<file path="config.mk">
export PLATFORM = sky130hd
export DESIGN_NAME = lista_aberta
export DESIGN_NICKNAME = d
export VERILOG_FILES = /design/src/rtl/lista_aberta.sv
export SDC_FILE = /design/constraint.sdc
export NUM_CORES = 1
export LEC_CHECK = 0
export ABC_CLOCK_PERIOD_IN_PS = 4800
export CORE_MARGIN = 2
export CORE_UTILIZATION = 32
export CTS_CLUSTER_DIAMETER = 100
export CTS_CLUSTER_SIZE = 16
export DETAILED_ROUTE_END_ITERATION = 8
export PLACE_DENSITY = 0.53
export RECOVER_POWER = 100
export SETUP_SLACK_MARGIN = 0.5
export SLEW_MARGIN = 10
export SYNTH_ARGS = -nofsm -noshare
export SYNTH_HDL_FRONTEND = slang
export SYNTH_HIERARCHICAL = 1
export SYNTH_SLANG_ARGS = --single-unit
</file>
<file path="constraint.sdc">
create_clock -name clk -period 4.8 [get_ports clk]
set_clock_uncertainty 0.05 [all_clocks]
set_input_delay 0.96 -clock clk [delete_from_list [all_inputs] [get_ports clk]]
set_output_delay 0.96 -clock clk [all_outputs]
set_load 0.02 [all_outputs]
</file>
<file path="src/rtl/lista_aberta.sv">
// Open-list engine: up to NUM_NA active nodes with insert/decrease-key, pop-minimum and clear.
// A slot-by-slot scanner refreshes the cached minimum after every state-changing command.
module lista_aberta_slot #(
  parameter int ADR_WIDTH       = 5,
  parameter int DISTANCIA_WIDTH = 5,
  parameter int CRITERIO_WIDTH  = 6
)(
  input  logic                       clk,
  input  logic                       rst_n,
  input  logic                       clr,
  input  logic                       load,
  input  logic                       upd,
  input  logic [ADR_WIDTH-1:0]       novo_endereco,
  input  logic [DISTANCIA_WIDTH-1:0] novo_distancia,
  input  logic [ADR_WIDTH-1:0]       novo_anterior,
  input  logic [CRITERIO_WIDTH-1:0]  novo_criterio,
  output logic                       ativo,
  output logic [ADR_WIDTH-1:0]       endereco,
  output logic [DISTANCIA_WIDTH-1:0] distancia,
  output logic [ADR_WIDTH-1:0]       anterior,
  output logic [CRITERIO_WIDTH-1:0]  criterio
);
  always_ff @(posedge clk or negedge rst_n) begin
    if (!rst_n) begin
      ativo     <= 1'b0;
      endereco  <= '0;
      distancia <= '0;
      anterior  <= '0;
      criterio  <= '0;
    end else if (clr) begin
      ativo <= 1'b0;
    end else if (load) begin
      ativo     <= 1'b1;
      endereco  <= novo_endereco;
      distancia <= novo_distancia;
      anterior  <= novo_anterior;
      criterio  <= novo_criterio;
    end else if (upd) begin
      distancia <= novo_distancia;
      anterior  <= novo_anterior;
      criterio  <= novo_criterio;
    end
  end
endmodule

module lista_aberta #(
  parameter int NUM_NA          = 8,
  parameter int ADR_WIDTH       = 5,
  parameter int DISTANCIA_WIDTH = 5,
  parameter int CUSTO_WIDTH     = 4,
  parameter int CRITERIO_WIDTH  = 6,
  parameter int DESEMPATE       = 0
)(
  input  logic                           clk,
  input  logic                           rst_n,
  input  logic                           cmd_valid_in,
  input  logic [1:0]                     cmd_op_in,
  output logic                           cmd_ready_out,
  input  logic [ADR_WIDTH-1:0]           endereco_in,
  input  logic [DISTANCIA_WIDTH-1:0]     distancia_in,
  input  logic [CUSTO_WIDTH-1:0]         heuristica_in,
  input  logic [ADR_WIDTH-1:0]           anterior_in,
  output logic                           res_valid_out,
  output logic [ADR_WIDTH-1:0]           res_endereco_out,
  output logic [DISTANCIA_WIDTH-1:0]     res_distancia_out,
  output logic [ADR_WIDTH-1:0]           res_anterior_out,
  output logic                           menor_valido_out,
  output logic [ADR_WIDTH-1:0]           menor_endereco_out,
  output logic [CRITERIO_WIDTH-1:0]      menor_criterio_out,
  output logic [$clog2(NUM_NA+1)-1:0]    ocupacao_out,
  output logic                           vazio_out,
  output logic                           cheio_out,
  output logic                           estouro_out
);
  localparam int OW = $clog2(NUM_NA+1);
  localparam int SW = $clog2(NUM_NA);

  typedef enum logic {PRONTO, BUSCA} estado_t;
  estado_t estado;

  logic [NUM_NA-1:0]                      ativo, casa, livre, upd, load, clr;
  logic [NUM_NA-1:0][ADR_WIDTH-1:0]       endereco, anterior;
  logic [NUM_NA-1:0][DISTANCIA_WIDTH-1:0] distancia;
  logic [NUM_NA-1:0][CRITERIO_WIDTH-1:0]  criterio;
  logic [CRITERIO_WIDTH-1:0]              novo_criterio;
  logic [OW-1:0]                          ocup;
  logic                                   aceito, op_ins, op_pop, op_clr, vai_busca, acerto, achou;

  logic [SW-1:0]                          cnt, best_idx, nxt_idx, menor_idx;
  logic                                   best_vld, nxt_vld, troca;
  logic [CRITERIO_WIDTH-1:0]              best_crit, nxt_crit;
  logic [DISTANCIA_WIDTH-1:0]             best_dist, nxt_dist;

  assign novo_criterio = CRITERIO_WIDTH'(distancia_in) + CRITERIO_WIDTH'(heuristica_in);
  assign aceito    = cmd_valid_in & cmd_ready_out;
  assign op_ins    = aceito & (cmd_op_in == 2'b01);
  assign op_pop    = aceito & (cmd_op_in == 2'b10) & ~vazio_out;
  assign op_clr    = aceito & (cmd_op_in == 2'b11);
  assign vai_busca = op_ins | op_pop | op_clr;

  always_comb begin
    ocup  = '0;
    livre = '0;
    achou = 1'b0;
    for (int i = 0; i < NUM_NA; i++) begin
      ocup = ocup + OW'(ativo[i]);
      if (!ativo[i] && !achou) begin
        livre[i] = 1'b1;
        achou    = 1'b1;
      end
    end
  end

  assign ocupacao_out = ocup;
  assign vazio_out    = (ocup == '0);
  assign cheio_out    = (ocup == OW'(NUM_NA));
  assign acerto       = |casa;

  for (genvar i = 0; i < NUM_NA; i++) begin : g_slot
    assign casa[i] = ativo[i] & (endereco[i] == endereco_in);
    assign upd[i]  = op_ins & casa[i] & (distancia_in < distancia[i]);
    assign load[i] = op_ins & ~acerto & livre[i];
    assign clr[i]  = op_clr | (op_pop & (menor_idx == SW'(i)));

    lista_aberta_slot #(
      .ADR_WIDTH(ADR_WIDTH), .DISTANCIA_WIDTH(DISTANCIA_WIDTH), .CRITERIO_WIDTH(CRITERIO_WIDTH)
    ) u_slot (
      .clk(clk), .rst_n(rst_n), .clr(clr[i]), .load(load[i]), .upd(upd[i]),
      .novo_endereco(endereco_in), .novo_distancia(distancia_in),
      .novo_anterior(anterior_in), .novo_criterio(novo_criterio),
      .ativo(ativo[i]), .endereco(endereco[i]), .distancia(distancia[i]),
      .anterior(anterior[i]), .criterio(criterio[i])
    );
  end

  // Ties keep the earlier slot unless DESEMPATE prefers the deeper node.
  always_comb begin
    troca = ativo[cnt] & (~best_vld | (criterio[cnt] < best_crit) |
            ((DESEMPATE != 0) & (criterio[cnt] == best_crit) & (distancia[cnt] > best_dist)));
    nxt_vld  = best_vld | troca;
    nxt_idx  = troca ? cnt : best_idx;
    nxt_crit = troca ? criterio[cnt] : best_crit;
    nxt_dist = troca ? distancia[cnt] : best_dist;
  end

  always_ff @(posedge clk or negedge rst_n) begin
    if (!rst_n) begin
      estado             <= PRONTO;
      cmd_ready_out      <= 1'b1;
      cnt                <= '0;
      best_vld           <= 1'b0;
      best_idx           <= '0;
      best_crit          <= '0;
      best_dist          <= '0;
      menor_idx          <= '0;
      menor_valido_out   <= 1'b0;
      menor_endereco_out <= '0;
      menor_criterio_out <= '0;
      res_valid_out      <= 1'b0;
      res_endereco_out   <= '0;
      res_distancia_out  <= '0;
      res_anterior_out   <= '0;
      estouro_out        <= 1'b0;
    end else begin
      res_valid_out <= op_pop;
      if (op_pop) begin
        res_endereco_out  <= endereco[menor_idx];
        res_distancia_out <= distancia[menor_idx];
        res_anterior_out  <= anterior[menor_idx];
      end
      if (op_clr)
        estouro_out <= 1'b0;
      else if (op_ins & ~acerto & cheio_out)
        estouro_out <= 1'b1;

      case (estado)
        PRONTO: if (vai_busca) begin
          estado           <= BUSCA;
          cmd_ready_out    <= 1'b0;
          menor_valido_out <= 1'b0;
          cnt              <= '0;
          best_vld         <= 1'b0;
          best_idx         <= '0;
          best_crit        <= '0;
          best_dist        <= '0;
        end
        BUSCA: begin
          best_vld  <= nxt_vld;
          best_idx  <= nxt_idx;
          best_crit <= nxt_crit;
          best_dist <= nxt_dist;
          cnt       <= cnt + SW'(1);
          if (cnt == SW'(NUM_NA-1)) begin
            estado             <= PRONTO;
            cmd_ready_out      <= 1'b1;
            menor_valido_out   <= nxt_vld;
            menor_idx          <= nxt_idx;
            menor_endereco_out <= nxt_vld ? endereco[nxt_idx] : '0;
            menor_criterio_out <= nxt_crit;
          end
        end
        default: estado <= PRONTO;
      endcase
    end
  end
endmodule

</file>
After elaboration in Yosys (flattened, before gate mapping)
Cells that the tools add are included.
- output and inout port bits: 36
- logic and storage cells: 337
- input bits: 24
- flip-flop bits (word level): 223
- multiplexer cells: 109
- bitwise operators: 72
- $lt $le $gt $ge: 12
- equality and inequality tests: 22
- add/subtract/negate cells: 9
- reduce and logical (&&, ||, !) cells: 58
- operators with widths (kind ; count):
    5-bit 2-to-1 mux ; 37
    6-bit 2-to-1 mux ; 19
    5-bit binary-select mux with 3-bit select ; 4
    1-bit AND ; 48
    5-bit == test ; 8
    5-bit less-than comparator ; 8
    1-bit 2-to-1 mux ; 38
    2-bit AND reduction ; 18
    2-bit nonzero test ; 17
    6-bit binary-select mux with 3-bit select ; 1
    4-bit by 1-bit adder with 4-bit output ; 4
    3-bit == test, second input constant ; 5
    1-bit logical NOT ; 13
    3-bit by 4-bit less-than comparator with 1-bit output, second input constant ; 3
    1-bit inverter ; 12
    1-bit OR ; 12
    3-bit case mux with 2 select lines ; 2
    6-bit case mux with 2 select lines ; 1
    1-bit case mux with 2 select lines ; 4
    8-bit OR reduction ; 1
    1-bit logical AND ; 7
    5-bit by 4-bit adder with 6-bit output ; 1
    3-bit by 2-bit == test with 1-bit output, second input constant ; 2
    6-bit less-than comparator ; 1
    other kinds (14) ; 16

Depth between registers and ports, before layout
Gate-level depths: netlist (run 1).
- depth after elaboration: 24
- mapped depth: 16
- gate-level depth less buffers: 15

By module
Netlist (run 1), hierarchy kept.
- by module, submodules not included (module ; area an instance (µm²) ; cells an instance ; instances ; sequential area each (µm²)):
    lista_aberta_slot ; 869.6 ; 48 ; 8 ; 550.5
    lista_aberta ; 6376.1 ; 671 ; 1 ; 1177.4

Worst setup path after synthesis (run 1)
No wires, ideal clock.
- path type: reg2reg
- start point: register g_slot[0].u_slot.ativo
- end point: register g_slot[5].u_slot.anterior[0]
- arrival: 4.864 ns
- setup slack: -0.239 ns
- required time: 4.625 ns
- stages on the path, launching flop included: 17
- setup time: 0.125 ns
- buffers on the path: 1
- clock period less this slack: 5.039 ns
- cells stage by stage: dfrtp_1 > fa_1 > inv_1 > fa_1 > fa_1 > inv_1 > ha_1 > inv_1 > fa_1 > xnor2_1 > nor4_1 > nor2_1 > nand2_1 > o21ai_0 > o21bai_4 > buf_6 > mux2_4
- elaborated cells between the ends (all ways): 36
- those cells by class: add/sub (7); mux (7); bitwise (9); reduce/logical (13)
- RTL lines (what ; line ; RTL):
    start: declaration ; 17 ; output logic ativo,
    start signal: assignment ; 25 ; ativo <= 1'b0;
    start signal: assignment ; 31 ; ativo <= 1'b0;
    start signal: assignment ; 33 ; ativo <= 1'b1;
    1-bit by 1-bit adder with 2-bit output ; 106 ; ocup = ocup + OW'(ativo[i]);
    2-bit by 1-bit adder with 3-bit output ; 106 ;
    3-bit by 1-bit adder with 4-bit output ; 106 ;
    4-bit by 1-bit adder with 4-bit output (4 in a row) ; 106 ;
    named net ocupacao_out[2] ; 70 ; output logic [$clog2(NUM_NA+1)-1:0] ocupacao_out,
    4-bit logical NOT ; 115 ; assign vazio_out = (ocup == '0);
    named net vazio_out ; 71 ; output logic vazio_out,
    1-bit inverter ; 97 ; assign op_pop = aceito & (cmd_op_in == 2'b10) & ~vazio_out;
    1-bit AND ; 97 ;
    1-bit AND ; 123 ; assign clr[i] = op_clr | (op_pop & (menor_idx == SW'(i)));
    1-bit OR ; 123 ;
    named net clr[5] ; 81 ; logic [NUM_NA-1:0] ativo, casa, livre, upd, load, clr;
    1-bit inverter (no source line) ; n/a ;
    2-bit AND reduction (no source line) ; n/a ;
    end signal: assignment ; 36 ; anterior <= novo_anterior;
    end signal: assignment ; 40 ; anterior <= novo_anterior;
    end: declaration ; 20 ; output logic [ADR_WIDTH-1:0] anterior,
The timed path passes the listed nets, and every way through them passes these cells.
A chain may end at the register's enable or synchronous reset.

Final worst setup path (run 1)
- start point: register g_slot[0].u_slot.ativo
- end point: output cheio_out
- cells in the longest elaborated chain, start to end: 8
- ends and longest elaborated chain (what ; line ; RTL):
    1-bit by 1-bit adder with 2-bit output ; 106 ;
    2-bit by 1-bit adder with 3-bit output ; 106 ;
    3-bit by 1-bit adder with 4-bit output ; 106 ;
    4-bit by 1-bit adder with 4-bit output (4 in a row) ; 106 ;
    4-bit == test ; 116 ; assign cheio_out = (ocup == OW'(NUM_NA));
    end: declaration ; 72 ; output logic cheio_out,
No other way between the ends.

==> results of run 1 <==
[cell families (layout without fill, tap and decap cells)]
group / after synthesis / in the layout
adders and majority gates: 53 / 53
AOI/OAI and AO/OA: 165 / 165
DFF: 223 / 223
muxes: 274 / 274
and+or+nand+nor: 189 / 189
xor gates and xnor gates: 44 / 44
buffers and inverters: 107 / 231
[stage by stage]
stage               total power [mW]  cell area (um2)  std cells
CTS                             7.46            16400       1702
global placement                5.74            14800       1644
global route                    7.79            16500       1711
finish                          7.34            16500       1711
floorplan                       4.79            13400       1055
detailed placement              5.78            14800       1644
[timing repair]
item	CTS	global route
pin swaps	29	21
setup buffers	28	7
endpoints found under the setup margin	190	212
gates resized for setup	237	33
gates cloned	6	2
[worst paths after layout]
| kind | startpoint | to | depth (start not counted) |
|---|---|---|---|
| worst max-delay path | g_slot[0].u_slot/ativo | cheio_out | 11 |
| worst min-delay path | menor_criterio_out[4] | menor_criterio_out[4] | 2 |
| worst max register to register | g_slot[0].u_slot/ativo | g_slot[7].u_slot/criterio[3] | 19 |
| worst min register to register | menor_criterio_out[4] | menor_criterio_out[4] | 2 |
| max in group asynchronous | rst_n | g_slot[1].u_slot/distancia[1] | 2 |
| min in group asynchronous | rst_n | menor_idx[1] | 1 |
[state kept, by name, summed over array words and instances, names as in the netlist, 5 cells and up]
signal / cells
menor_endereco_out: 5
best_crit: 6
g_slot.u_slot/anterior: 40
res_anterior_out: 5
g_slot.u_slot/ativo: 8
menor_criterio_out: 6
g_slot.u_slot/distancia: 40
g_slot.u_slot/criterio: 48
g_slot.u_slot/endereco: 40
res_distancia_out: 5
res_endereco_out: 5
[Yosys cell counts (11+ instances only)]
library cell / count
sky130_fd_sc_hd__a21oi_1: 35
sky130_fd_sc_hd__and3_1: 11
sky130_fd_sc_hd__buf_6: 11
sky130_fd_sc_hd__clkbuf_1: 19
sky130_fd_sc_hd__dfrtp_1: 222
sky130_fd_sc_hd__ha_1: 48
sky130_fd_sc_hd__inv_1: 58
sky130_fd_sc_hd__mux2_2: 97
sky130_fd_sc_hd__mux2_4: 82
sky130_fd_sc_hd__mux2i_1: 46
sky130_fd_sc_hd__mux4_2: 46
sky130_fd_sc_hd__nand2_1: 41
sky130_fd_sc_hd__nand2b_1: 17
sky130_fd_sc_hd__nor2_1: 49
sky130_fd_sc_hd__nor2b_1: 13
sky130_fd_sc_hd__o21ai_0: 30
sky130_fd_sc_hd__o31ai_1: 18
sky130_fd_sc_hd__xnor2_1: 15
sky130_fd_sc_hd__xor2_1: 29
[cells in the final DEF, fill, tap and decap left out, drive strengths merged, types with 22 or more instances in the layout]
| cell type | n |
|---|---|
| dfrtp | 222 |
| mux2 | 182 |
| buf | 83 |
| inv | 58 |
| nor2 | 51 |
| ha | 48 |
| mux4 | 46 |
| mux2i | 46 |
| nand2 | 44 |
| clkbuf | 36 |
| a21oi | 36 |
| o21ai | 32 |
| dlygate4sd3 | 30 |
| xor2 | 29 |
| clkdlybuf4s50 | 22 |
[critical path, stage by stage, from the launching register on]
cell and delay [ns]:
sky130_fd_sc_hd__dfrtp_2 0.42, sky130_fd_sc_hd__fa_1 0.54, sky130_fd_sc_hd__inv_1 0.05, sky130_fd_sc_hd__fa_1 0.52, sky130_fd_sc_hd__fa_2 0.45, sky130_fd_sc_hd__inv_2 0.07
sky130_fd_sc_hd__ha_4 0.13, sky130_fd_sc_hd__inv_2 0.04, sky130_fd_sc_hd__fa_2 0.54, sky130_fd_sc_hd__clkinvlp_4 0.13, sky130_fd_sc_hd__nor4b_4 0.25, sky130_fd_sc_hd__buf_4 0.19
[power by group]
group,internal [mW],switching [mW],leakage [nW]
clock network,0.653,0.685,0.221
registers,2.26,0.507,2.99
logic,1.58,1.65,4.36
[per-layer routing]
metal / routed length, um / vias to the layer above / GRT usage, % / share of wire, %
met4: 702 / 0 / 3.62 / 1.9
li1: - / 4095 / - / -
met2: 17900 / 172 / 28.1 / 47
met5: 0 / - / 0 / 0
met1: 17800 / 4698 / 24.7 / 47
met3: 1340 / 37 / 2.16 / 3.5
[area by class of cell]
| cell class | count | area (um2) |
|---|---|---|
| repair buffers | 149 | 1660 |
| inverters | 58 | 221 |
| clock buffers | 23 | 448 |
| flip-flops and latches | 223 | 5590 |
| well taps | 532 | 666 |
| fillers | 3878 | 24600 |
| multi-input cells | 725 | 7870 |
| clock inverters | 1 | 8.76 |
==> flow_results.xml, run 1 <==
<?xml version="1.0" encoding="UTF-8"?>
<metrics>
  <group name="status">
    <metric name="run_status" unit="">finished, violations left</metric>
    <metric name="failed_checks" unit="">capacitance limit, slew limit, setup timing</metric>
  </group>
  <group name="logic_synthesis">
    <metric name="synth_async_sr_flop_share" unit="%">100</metric>
    <metric name="synth_simple_gate_area_share" unit="%">7.45</metric>
    <metric name="yosysWarnings" unit="">6</metric>
    <metric name="synth_seq_cells" unit="">223</metric>
    <metric name="arithmetic_cell_share_of_the_synthesized_area_counting_full_adders_half_adders_and_majority_gates" unit="%">5.26</metric>
    <metric name="syn-num-nets" unit="">1132</metric>
    <metric name="ys_top_cells_by_area" unit="">sky130_fd_sc_hd__dfrtp_1, sky130_fd_sc_hd__mux2_4, sky130_fd_sc_hd__mux2_2</metric>
    <metric name="synth-compound-area-share" unit="%">9.44</metric>
    <metric name="synth_edf_count" unit="">0</metric>
    <metric name="netlist_area" unit="um2">13300</metric>
    <metric name="yosys-mux-area-fraction" unit="%">28.9</metric>
    <metric name="seq_area_frac_synth" unit="%">41.9</metric>
    <metric name="ys_dominant_reg_cell" unit="">sky130_fd_sc_hd__dfrtp_1</metric>
    <metric name="synthDominantCellAreaShare" unit="%">41.7</metric>
    <metric name="syn_avg_cell_area" unit="um2">12.6</metric>
    <metric name="synth_top_family_by_area" unit="">multiplexers</metric>
    <metric name="syn-instance-count" unit="">1055</metric>
    <metric name="synthXorXnorAreaFrac" unit="%">2.89</metric>
    <metric name="synth_largest_area_cell" unit="">sky130_fd_sc_hd__dfrtp_1</metric>
    <metric name="synth_cell_type_count" unit="">72</metric>
  </group>
  <group name="grt">
    <metric name="first_pass_grt_wire_length" unit="um">58800</metric>
    <metric name="grt_max_degree" unit="">100</metric>
    <metric name="initial_antenna_violation_count" unit="">0</metric>
    <metric name="track_usage" unit="%">17.3</metric>
    <metric name="vias_in_the_first_global_route" unit="">9279</metric>
    <metric name="grt-ovfl-total" unit="">0</metric>
  </group>
  <group name="sta">
    <metric name="rsz0062_at_grt" unit="">yes</metric>
    <metric name="number_of_hold_slack_violations_in_the_final_timing_report" unit="">0</metric>
    <metric name="endpoints_failing_setup" unit="">17</metric>
    <metric name="timing_max_transition_violations_final" unit="">196</metric>
    <metric name="slew_headroom" unit="%">-73.8</metric>
    <metric name="hold_worst_slack" unit="ns">0.430</metric>
    <metric name="tightest_slew" unit="ns">2.61</metric>
    <metric name="period_share" unit="%">101</metric>
    <metric name="setup_total_negative_slack" unit="ns">-0.310</metric>
    <metric name="period_needed" unit="ns">4.86</metric>
    <metric name="finalWorstSetupSlack" unit="ns">-0.0552</metric>
    <metric name="fmax" unit="MHz">206</metric>
  </group>
  <group name="clock_network">
    <metric name="clock-sinks" unit="">223</metric>
    <metric name="cts.reportedPaths.clkPinSlew" unit="ns">0.08</metric>
    <metric name="tritoncts_clock_tree" unit="">yes</metric>
    <metric name="clock_tree.htree_level_count" unit="">1</metric>
    <metric name="clock_insertion_delay_worst_skew" unit="ns">0.51</metric>
    <metric name="worst_case_clock_buffer_depth" unit="">3</metric>
    <metric name="tritoncts.num_buffers" unit="">17</metric>
    <metric name="hold_buffers" unit="">0</metric>
    <metric name="cts_root_buf" unit="">sky130_fd_sc_hd__clkbuf_16</metric>
  </group>
  <group name="worst_setup_path">
    <metric name="worst_setup_path_start_kind" unit="">flop</metric>
    <metric name="crit_type" unit="">reg -&gt; out</metric>
    <metric name="worst-path-max-fanout" unit="">3</metric>
    <metric name="regToRegSetupSlack" unit="ns">-0.03</metric>
    <metric name="worst-endpoint-arrival" unit="ns">3.85</metric>
    <metric name="critical_path_required" unit="ns">3.79</metric>
    <metric name="endpoint_kind" unit="">output pin</metric>
  </group>
  <group name="detailed_routing">
    <metric name="routed_via_density" unit="">5.26</metric>
    <metric name="via_count" unit="">9002</metric>
    <metric name="detailed_route_wire_length" unit="um">37700</metric>
    <metric name="dr.pass1.iters" unit="">5</metric>
    <metric name="drt_first_iter_violations" unit="">397</metric>
    <metric name="post-route-drc-count" unit="">0</metric>
    <metric name="drt-wirelength-per-cell" unit="um">22.0</metric>
    <metric name="detail-route-antenna-nets" unit="">0</metric>
  </group>
  <group name="power_and_ir_drop">
    <metric name="power_leakage" unit="nW">7.57</metric>
    <metric name="worst_ir_drop_vdd" unit="mV">0.228</metric>
    <metric name="cell_area_power_density" unit="nW/um2">446</metric>
  </group>
  <group name="floorplanning">
    <metric name="design.core.area" unit="um2">41000</metric>
    <metric name="io_pins" unit="">60</metric>
    <metric name="die_x" unit="um">208</metric>
    <metric name="initial_core_utilization" unit="%">32.5</metric>
    <metric name="core.rowCount" unit="">74</metric>
    <metric name="die_footprint" unit="um2">43300</metric>
    <metric name="dieHeight" unit="um">208</metric>
  </group>
  <group name="finish">
    <metric name="layout-area-overhead-vs-synth" unit="%">23.5</metric>
    <metric name="fin_util" unit="%">40.1</metric>
    <metric name="drive_gt1_share" unit="%">36.6</metric>
    <metric name="antenna-diode-count" unit="">0</metric>
    <metric name="fin_nets" unit="">1251</metric>
  </group>
  <group name="placed_design">
    <metric name="portBuffers" unit="">59</metric>
    <metric name="place.gp.congestion" unit="">0.841</metric>
    <metric name="pre_cts_ws" unit="ns">-0.101</metric>
    <metric name="hpwlAfterDp" unit="um">24300</metric>
  </group>
  <group name="run">
    <metric name="maxCapViolCount" unit="">3</metric>
  </group>
  <group name="min_path">
    <metric name="min-delay-path-class" unit="">reg -&gt; reg</metric>
  </group>
</metrics>
Power figures use the tool's default switching activity.
==> run 2: changes to the inputs <==
--- a/config.mk
+++ b/config.mk
@@ -5,13 +5,13 @@
 export SDC_FILE = /design/constraint.sdc
 export NUM_CORES = 1
 export LEC_CHECK = 0
-export ABC_CLOCK_PERIOD_IN_PS = 4800
+export ABC_CLOCK_PERIOD_IN_PS = 5000
 export CORE_MARGIN = 2
-export CORE_UTILIZATION = 32
+export CORE_UTILIZATION = 30
 export CTS_CLUSTER_DIAMETER = 100
 export CTS_CLUSTER_SIZE = 16
 export DETAILED_ROUTE_END_ITERATION = 8
-export PLACE_DENSITY = 0.53
+export PLACE_DENSITY = 0.5
 export RECOVER_POWER = 100
 export SETUP_SLACK_MARGIN = 0.5
 export SLEW_MARGIN = 10
==> constraint.sdc (replaced) <==
create_clock -name clk -period 5 [get_ports clk]
set_clock_uncertainty 0.05 [all_clocks]
set_input_delay 1 -clock clk [delete_from_list [all_inputs] [get_ports clk]]
set_output_delay 1 -clock clk [all_outputs]
set_load 0.02 [all_outputs]
==> run 2 against run 1 <==
Net effect:
- the flow finishes with violations (capacitance limit, slew limit)
- register-to-register slack gained 0.20 ns
- cell count is 1.8% higher
- non-clock buffer count shrank 31
- clock power increased by 6%
- final area shrank 5.6%
- sequential share of layout area rose by 2.0 points
- power fell by 7.0%
- via count decreased by 3.4%
- global-route usage down 1.8 points
- core utilization is 4.9 points lower
- die area rose by 6.5%
- critical endpoint unchanged
==> flow_results.xml, run 2 (synthesis results as in run 1) <==
<?xml version="1.0" encoding="UTF-8"?>
<metrics>
  <group name="floorplanning">
    <metric name="die_x" unit="um">215</metric>
    <metric name="core.rowCount" unit="">77</metric>
    <metric name="dieHeight" unit="um">215</metric>
    <metric name="design.core.area" unit="um2">44000</metric>
    <metric name="io_pins" unit="">60</metric>
    <metric name="initial_core_utilization" unit="%">30.3</metric>
    <metric name="die_footprint" unit="um2">46100</metric>
  </group>
  <group name="detailed_routing">
    <metric name="drt-wirelength-per-cell" unit="um">21.3</metric>
    <metric name="post-route-drc-count" unit="">0</metric>
    <metric name="via_count" unit="">8699</metric>
    <metric name="drt_first_iter_violations" unit="">459</metric>
    <metric name="dr.pass1.iters" unit="">5</metric>
    <metric name="detail-route-antenna-nets" unit="">0</metric>
    <metric name="routed_via_density" unit="">4.99</metric>
    <metric name="detailed_route_wire_length" unit="um">37100</metric>
  </group>
  <group name="status">
    <metric name="run_status" unit="">finished, violations left</metric>
    <metric name="failed_checks" unit="">capacitance limit, slew limit</metric>
  </group>
  <group name="sta">
    <metric name="period_needed" unit="ns">4.85</metric>
    <metric name="rsz0062_at_grt" unit="">yes</metric>
    <metric name="endpoints_failing_setup" unit="">0</metric>
    <metric name="slew_headroom" unit="%">-95.7</metric>
    <metric name="number_of_hold_slack_violations_in_the_final_timing_report" unit="">0</metric>
    <metric name="period_share" unit="%">97.0</metric>
    <metric name="fmax" unit="MHz">206</metric>
    <metric name="tightest_slew" unit="ns">2.94</metric>
    <metric name="timing_max_transition_violations_final" unit="">110</metric>
  </group>
  <group name="finish">
    <metric name="drive_gt1_share" unit="%">25.6</metric>
    <metric name="stdcell_area" unit="um2">15500</metric>
    <metric name="antenna-diode-count" unit="">0</metric>
    <metric name="largest_reg_flops" unit="">48</metric>
    <metric name="fin_nets" unit="">1221</metric>
    <metric name="registers.top_by_ff_count" unit="">g_slot.u_slot/criterio</metric>
    <metric name="final_common_cell" unit="">sky130_fd_sc_hd__dfrtp_1</metric>
    <metric name="most-common-layout-cells" unit="">sky130_fd_sc_hd__dfrtp_1, sky130_fd_sc_hd__mux2_4, sky130_fd_sc_hd__mux2_1</metric>
    <metric name="stdcell_count" unit="">1742</metric>
    <metric name="layout-area-overhead-vs-synth" unit="%">16.5</metric>
  </group>
  <group name="worst_setup_path">
    <metric name="worstSetupStartpoint" unit="">g_slot[0].u_slot/ativo</metric>
    <metric name="setup.worst_path.end" unit="">cheio_out</metric>
    <metric name="rr_endpoint" unit="">g_slot[1].u_slot/anterior[3]</metric>
    <metric name="r2r_cells" unit="">16</metric>
    <metric name="regToRegSetupSlack" unit="ns">0.17</metric>
    <metric name="worst-endpoint-arrival" unit="ns">3.80</metric>
    <metric name="endpoint_kind" unit="">output pin</metric>
    <metric name="worst_setup_path_start_kind" unit="">flop</metric>
    <metric name="worst-path-max-fanout" unit="">3</metric>
    <metric name="critical_path_required" unit="ns">3.95</metric>
    <metric name="crit_type" unit="">reg -&gt; out</metric>
    <metric name="timing.rr.start" unit="">g_slot[0].u_slot/ativo</metric>
  </group>
  <group name="power_and_ir_drop">
    <metric name="share_clk_of_total_power" unit="%">20.7</metric>
    <metric name="power_leakage" unit="nW">7.18</metric>
    <metric name="internal_power" unit="mW">4.20</metric>
    <metric name="power_frac_seq" unit="%">38.2</metric>
    <metric name="power.switching" unit="mW">2.63</metric>
    <metric name="share_comb_of_total_power" unit="%">41.1</metric>
    <metric name="cell_area_power_density" unit="nW/um2">440</metric>
    <metric name="worst_ir_drop_vdd" unit="mV">0.206</metric>
    <metric name="sw_frac_of_total" unit="%">38.6</metric>
  </group>
  <group name="min_path">
    <metric name="min_from" unit="">menor_criterio_out[2]</metric>
    <metric name="min-delay-path-class" unit="">reg -&gt; reg</metric>
  </group>
  <group name="clock_network">
    <metric name="tritoncts.num_buffers" unit="">18</metric>
    <metric name="worst_case_clock_buffer_depth" unit="">3</metric>
    <metric name="clock_insertion_delay_worst_skew" unit="ns">0.52</metric>
    <metric name="clock_tree.htree_level_count" unit="">1</metric>
    <metric name="hold_buffers" unit="">0</metric>
    <metric name="tritoncts_clock_tree" unit="">yes</metric>
    <metric name="clock-sinks" unit="">223</metric>
    <metric name="cts.reportedPaths.clkPinSlew" unit="ns">0.08</metric>
    <metric name="cts_root_buf" unit="">sky130_fd_sc_hd__clkbuf_16</metric>
  </group>
  <group name="run">
    <metric name="maxCapViolCount" unit="">1</metric>
  </group>
  <group name="placed_design">
    <metric name="hpwlAfterDp" unit="um">24700</metric>
    <metric name="portBuffers" unit="">59</metric>
    <metric name="placed_area" unit="um2">14800</metric>
    <metric name="numPlacedInstances" unit="">1699</metric>
    <metric name="place.gp.congestion" unit="">0.838</metric>
  </group>
  <group name="grt">
    <metric name="initial_antenna_violation_count" unit="">0</metric>
    <metric name="first_pass_grt_wire_length" unit="um">56300</metric>
    <metric name="grt_max_degree" unit="">110</metric>
    <metric name="track_usage" unit="%">15.5</metric>
    <metric name="vias_in_the_first_global_route" unit="">9004</metric>
    <metric name="grt-ovfl-total" unit="">0</metric>
  </group>
</metrics>
## run 2: cell count changes in the layout (fill, tap and decap cells not counted), sizes merged
cell,change
clkinvlp,+1
clkbuf,+2
clkinv,+1
bufinv,+1
buf,-35
clkdlybuf4s25,-1
dlygate4sd2,+2
## run 2: layer usage
layer | track usage (%) | vias to the layer above | part of all wire, %
met4 | 3.66 | 0 | 2.6
met2 | 26.0 | 159 | 48
met1 | 21.3 | 4453 | 46
met5 | 0 | - | 0
met3 | 2.14 | 45 | 3.2
li1 | - | 4042 | -
## run 2: layout make-up
type	count	area [um2]
Timing Repair Buffer	118	1100
Clock inverter	4	62.6
Sequential cell	223	5580
Fill cell	4387	28500
Multi-Input combinational cell	725	7360
Inverter	58	221
Tap cell	592	741
Clock buffer	22	465
## run 2: how the worst min path moves through the flow
| stage | to | slack, ns | cells past startpoint |
|---|---|---|---|
| after detailed placement | menor_criterio_out[2] | 0.42 | 2 |
| final | menor_criterio_out[2] | 0.43 | 2 |
| after CTS | menor_criterio_out[2] | 0.44 | 2 |
| after global placement | menor_criterio_out[2] | 0.42 | 2 |
| after global routing | menor_criterio_out[2] | 0.45 | 2 |
| after floorplan | best_crit[1] | 0.42 | 1 |
## run 2: power by group through the flow
stage	clock network, mW	registers (mW)	logic, mW
after floorplan	0	2.53	2.06
after global placement	0	2.63	2.88
after detailed placement	0	2.64	2.90
after CTS	1.47	2.61	2.93
after global routing	1.53	2.67	3.06
final	1.42	2.61	2.81
## run 2: per-stage QoR
step	hold slack [ns]	power [mW]	utilization [%]	setup TNS [ns]	setup slack, ns
floorplan	0.416	4.60	-	0	0.440
global placement	0.419	5.52	33.6	0	0.111
detailed placement	0.425	5.54	33.6	0	0.104
CTS	0.443	7.01	35.2	0	0.112
global route	0.448	7.26	35.3	-0.370	-0.0327
finish	0.426	6.83	35.3	0	0.149
## run 2: critical path: stages (launching register included)
cell	delay, ns
sky130_fd_sc_hd__dfrtp_2	0.42
sky130_fd_sc_hd__fa_1	0.54
sky130_fd_sc_hd__inv_1	0.05
sky130_fd_sc_hd__fa_1	0.49
sky130_fd_sc_hd__fa_1	0.41
sky130_fd_sc_hd__inv_1	0.07
sky130_fd_sc_hd__ha_2	0.18
sky130_fd_sc_hd__inv_2	0.04
sky130_fd_sc_hd__fa_2	0.55
sky130_fd_sc_hd__clkinvlp_4	0.13
sky130_fd_sc_hd__nor4b_4	0.24
sky130_fd_sc_hd__buf_4	0.19
## run 2: repair_timing
| item | CTS | global route |
|---|---|---|
| resized for setup | 47 | 116 |
| pin swaps | 3 | 3 |
| buffers inserted | 6 | 5 |
| setup endpoints to repair | 176 | 183 |
| cloned | 0 | 6 |
==> run 3: changes to the inputs <==
--- a/config.mk
+++ b/config.mk
@@ -6,12 +6,15 @@
 export NUM_CORES = 1
 export LEC_CHECK = 0
 export ABC_CLOCK_PERIOD_IN_PS = 5000
+export CAP_MARGIN = 40
+export CELL_PAD_IN_SITES_DETAIL_PLACEMENT = 0
+export CELL_PAD_IN_SITES_GLOBAL_PLACEMENT = 1
 export CORE_MARGIN = 2
 export CORE_UTILIZATION = 30
 export CTS_CLUSTER_DIAMETER = 100
 export CTS_CLUSTER_SIZE = 16
 export DETAILED_ROUTE_END_ITERATION = 8
-export PLACE_DENSITY = 0.5
+export PLACE_DENSITY = 0.57
 export RECOVER_POWER = 100
 export SETUP_SLACK_MARGIN = 0.5
 export SLEW_MARGIN = 10
==> run 3 against run 2 <==
Net effect:
- the run still ends with capacitance limit, slew limit left
- die area is the same
- via count is 1.2% higher
- worst setup slack lost 0.0024 ns
- wire length rose by 3.2%
- non-clock buffer count rose by 19
- critical endpoint unchanged
- sequential power hardly changed
- cell count increased by 0.75%
==> flow_results.xml, run 3 (synthesis results as in run 1) <==
<?xml version="1.0" encoding="UTF-8"?>
<metrics>
  <group name="run">
    <metric name="maxCapViolCount" unit="">1</metric>
  </group>
  <group name="clock_network">
    <metric name="tritoncts_clock_tree" unit="">yes</metric>
    <metric name="cts_root_buf" unit="">sky130_fd_sc_hd__clkbuf_16</metric>
    <metric name="clock_insertion_delay_worst_skew" unit="ns">0.50</metric>
    <metric name="clock-sinks" unit="">223</metric>
    <metric name="worst_case_clock_buffer_depth" unit="">3</metric>
    <metric name="cts.reportedPaths.clkPinSlew" unit="ns">0.08</metric>
    <metric name="clock_tree.htree_level_count" unit="">1</metric>
    <metric name="tritoncts.num_buffers" unit="">17</metric>
  </group>
  <group name="placed_design">
    <metric name="hpwlAfterDp" unit="um">25700</metric>
    <metric name="portBuffers" unit="">59</metric>
    <metric name="place.gp.congestion" unit="">0.805</metric>
    <metric name="placed_area" unit="um2">14900</metric>
  </group>
  <group name="grt">
    <metric name="grt-ovfl-total" unit="">0</metric>
    <metric name="vias_in_the_first_global_route" unit="">9363</metric>
    <metric name="initial_antenna_violation_count" unit="">0</metric>
    <metric name="track_usage" unit="%">16.6</metric>
    <metric name="grt_max_degree" unit="">116</metric>
    <metric name="first_pass_grt_wire_length" unit="um">59900</metric>
  </group>
  <group name="worst_setup_path">
    <metric name="crit_type" unit="">reg -&gt; out</metric>
    <metric name="endpoint_kind" unit="">output pin</metric>
    <metric name="critical_path_required" unit="ns">3.95</metric>
    <metric name="cp_slowest_stage_delay" unit="ns">0.54</metric>
    <metric name="critPathSlowestCell" unit="">sky130_fd_sc_hd__fa_1</metric>
    <metric name="worstPathCellList" unit="">fa_1 &gt; inv_1 &gt; fa_1 &gt; fa_1 &gt; inv_2 &gt; ha_4 &gt; inv_2 &gt; fa_2 &gt; clkinvlp_4 &gt; nor4b_4 &gt; buf_4</metric>
    <metric name="worst_setup_path_start_kind" unit="">flop</metric>
    <metric name="regToRegSetupSlack" unit="ns">0.18</metric>
    <metric name="worst-path-max-fanout" unit="">3</metric>
    <metric name="timing.critical_path.mode_cell" unit="">sky130_fd_sc_hd__fa_1</metric>
    <metric name="worst-endpoint-arrival" unit="ns">3.80</metric>
  </group>
  <group name="sta">
    <metric name="period_needed" unit="ns">4.85</metric>
    <metric name="setup_total_negative_slack" unit="ns">0</metric>
    <metric name="endpoints_failing_setup" unit="">0</metric>
    <metric name="slew_headroom" unit="%">-103</metric>
    <metric name="period_share" unit="%">97.1</metric>
    <metric name="rsz0062_at_grt" unit="">yes</metric>
    <metric name="tightest_slew" unit="ns">3.05</metric>
    <metric name="timing_max_transition_violations_final" unit="">115</metric>
    <metric name="hold_worst_slack" unit="ns">0.428</metric>
    <metric name="fmax" unit="MHz">206</metric>
    <metric name="number_of_hold_slack_violations_in_the_final_timing_report" unit="">0</metric>
  </group>
  <group name="floorplanning">
    <metric name="die_footprint" unit="um2">46100</metric>
    <metric name="die_x" unit="um">215</metric>
    <metric name="design.core.area" unit="um2">44000</metric>
    <metric name="initial_core_utilization" unit="%">30.3</metric>
    <metric name="io_pins" unit="">60</metric>
    <metric name="dieHeight" unit="um">215</metric>
    <metric name="core.rowCount" unit="">77</metric>
  </group>
  <group name="detailed_routing">
    <metric name="detailed_route_wire_length" unit="um">38300</metric>
    <metric name="drt_first_iter_violations" unit="">397</metric>
    <metric name="routed_via_density" unit="">5.02</metric>
    <metric name="drt-wirelength-per-cell" unit="um">21.8</metric>
    <metric name="via_count" unit="">8806</metric>
    <metric name="post-route-drc-count" unit="">0</metric>
    <metric name="dr.pass1.iters" unit="">4</metric>
    <metric name="detail-route-antenna-nets" unit="">0</metric>
  </group>
  <group name="finish">
    <metric name="fill_cells" unit="">4452</metric>
    <metric name="final_common_cell" unit="">sky130_fd_sc_hd__dfrtp_1</metric>
    <metric name="registers.top_by_ff_count" unit="">g_slot.u_slot/criterio</metric>
    <metric name="drive_gt1_share" unit="%">21.9</metric>
    <metric name="largest_reg_flops" unit="">48</metric>
    <metric name="footprint_of_the_multi_input_gates" unit="um2">7120</metric>
    <metric name="fin_nets" unit="">1239</metric>
    <metric name="layout-area-overhead-vs-synth" unit="%">15.4</metric>
    <metric name="final-seq-area" unit="um2">5590</metric>
    <metric name="stdcell_area" unit="um2">15400</metric>
    <metric name="most-common-layout-cells" unit="">sky130_fd_sc_hd__dfrtp_1, sky130_fd_sc_hd__mux2_1, sky130_fd_sc_hd__inv_1</metric>
  </group>
  <group name="status">
    <metric name="run_status" unit="">finished, violations left</metric>
    <metric name="failed_checks" unit="">capacitance limit, slew limit</metric>
  </group>
  <group name="power_and_ir_drop">
    <metric name="power.switching" unit="mW">2.63</metric>
    <metric name="share_comb_of_total_power" unit="%">41.9</metric>
    <metric name="cell_area_power_density" unit="nW/um2">436</metric>
    <metric name="share_clk_of_total_power" unit="%">18.9</metric>
    <metric name="power_frac_seq" unit="%">39.2</metric>
    <metric name="worst_ir_drop_vdd" unit="mV">0.211</metric>
    <metric name="sw_frac_of_total" unit="%">39.1</metric>
    <metric name="internal_power" unit="mW">4.09</metric>
    <metric name="power_leakage" unit="nW">7.00</metric>
  </group>
  <group name="min_path">
    <metric name="min-delay-path-class" unit="">reg -&gt; reg</metric>
  </group>
</metrics>
==> run 3: layout make-up <==
cell class	count	area share [%]
sequential	223	36.3
antenna	1	0.0163
inverter	58	1.44
tap	592	4.81
timing repair buffer	137	8.31
clock buffer	19	2.81
multi-input combinational	725	46.3
==> run 3: critical path, delay by kind of cell (launching register included) <==
family                     cells  cell delay [ns]
adders and majority gates      5             2.12
DFF                            1             0.42
buffers and inverters          5             0.48
and+or+nand+nor                1             0.28
==> run 3: layer usage <==
metal	wire length [um]	up-vias	track usage, %
met2	18600	115	28.3
met4	739	0	3.33
met5	0	-	0
met1	17900	4575	23.1
li1	-	4073	-
met3	1020	43	1.59
==> run 3: worst paths after layout <==
check                                  startpoint                      endpoint  depth (start not counted)
min                         menor_criterio_out[5]         menor_criterio_out[5]                          2
max reg2reg                g_slot[0].u_slot/ativo  g_slot[4].u_slot/criterio[5]                         19
min reg2reg                 menor_criterio_out[5]         menor_criterio_out[5]                          2
min in group asynchronous                   rst_n  g_slot[1].u_slot/criterio[2]                          1
max                        g_slot[0].u_slot/ativo                     cheio_out                         11
max in group asynchronous                   rst_n                        cnt[0]                          2
==> run 3: what timing repair did <==
action                                  4_1_cts  5_1_grt
resized for setup                           121       37
setup buffers                                18        4
endpoints found under the hold margin         0        0
pin swaps                                     6        6
endpoints found under the setup margin      188      192
hold buffers                                  0        0
cloned                                        5        1
==> run 3: power by group through the flow <==
stage	sequential, mW	clock [mW]	combinational [mW]
floorplan	2.53	0	2.06
global placement	2.67	0	2.85
detailed placement	2.66	0	2.92
CTS	2.65	1.32	3.04
global route	2.70	1.40	3.07
finish	2.63	1.27	2.81
==> run 3: metrics by stage <==
| step | util (%) | cells | setup slack, ns | total power [mW] |
|---|---|---|---|---|
| 5_1_grt | 34.9 | 1754 | 0.00379 | 7.17 |
| 3_3_place_gp | 33.6 | 1703 | 0.100 | 5.53 |
| 4_1_cts | 36.3 | 1748 | 0.101 | 7.00 |
| 2_1_floorplan | - | 1055 | 0.440 | 4.60 |
| 6_report | 34.9 | 1755 | 0.146 | 6.71 |
| 3_5_place_dp | 33.8 | 1706 | 0.114 | 5.59 |
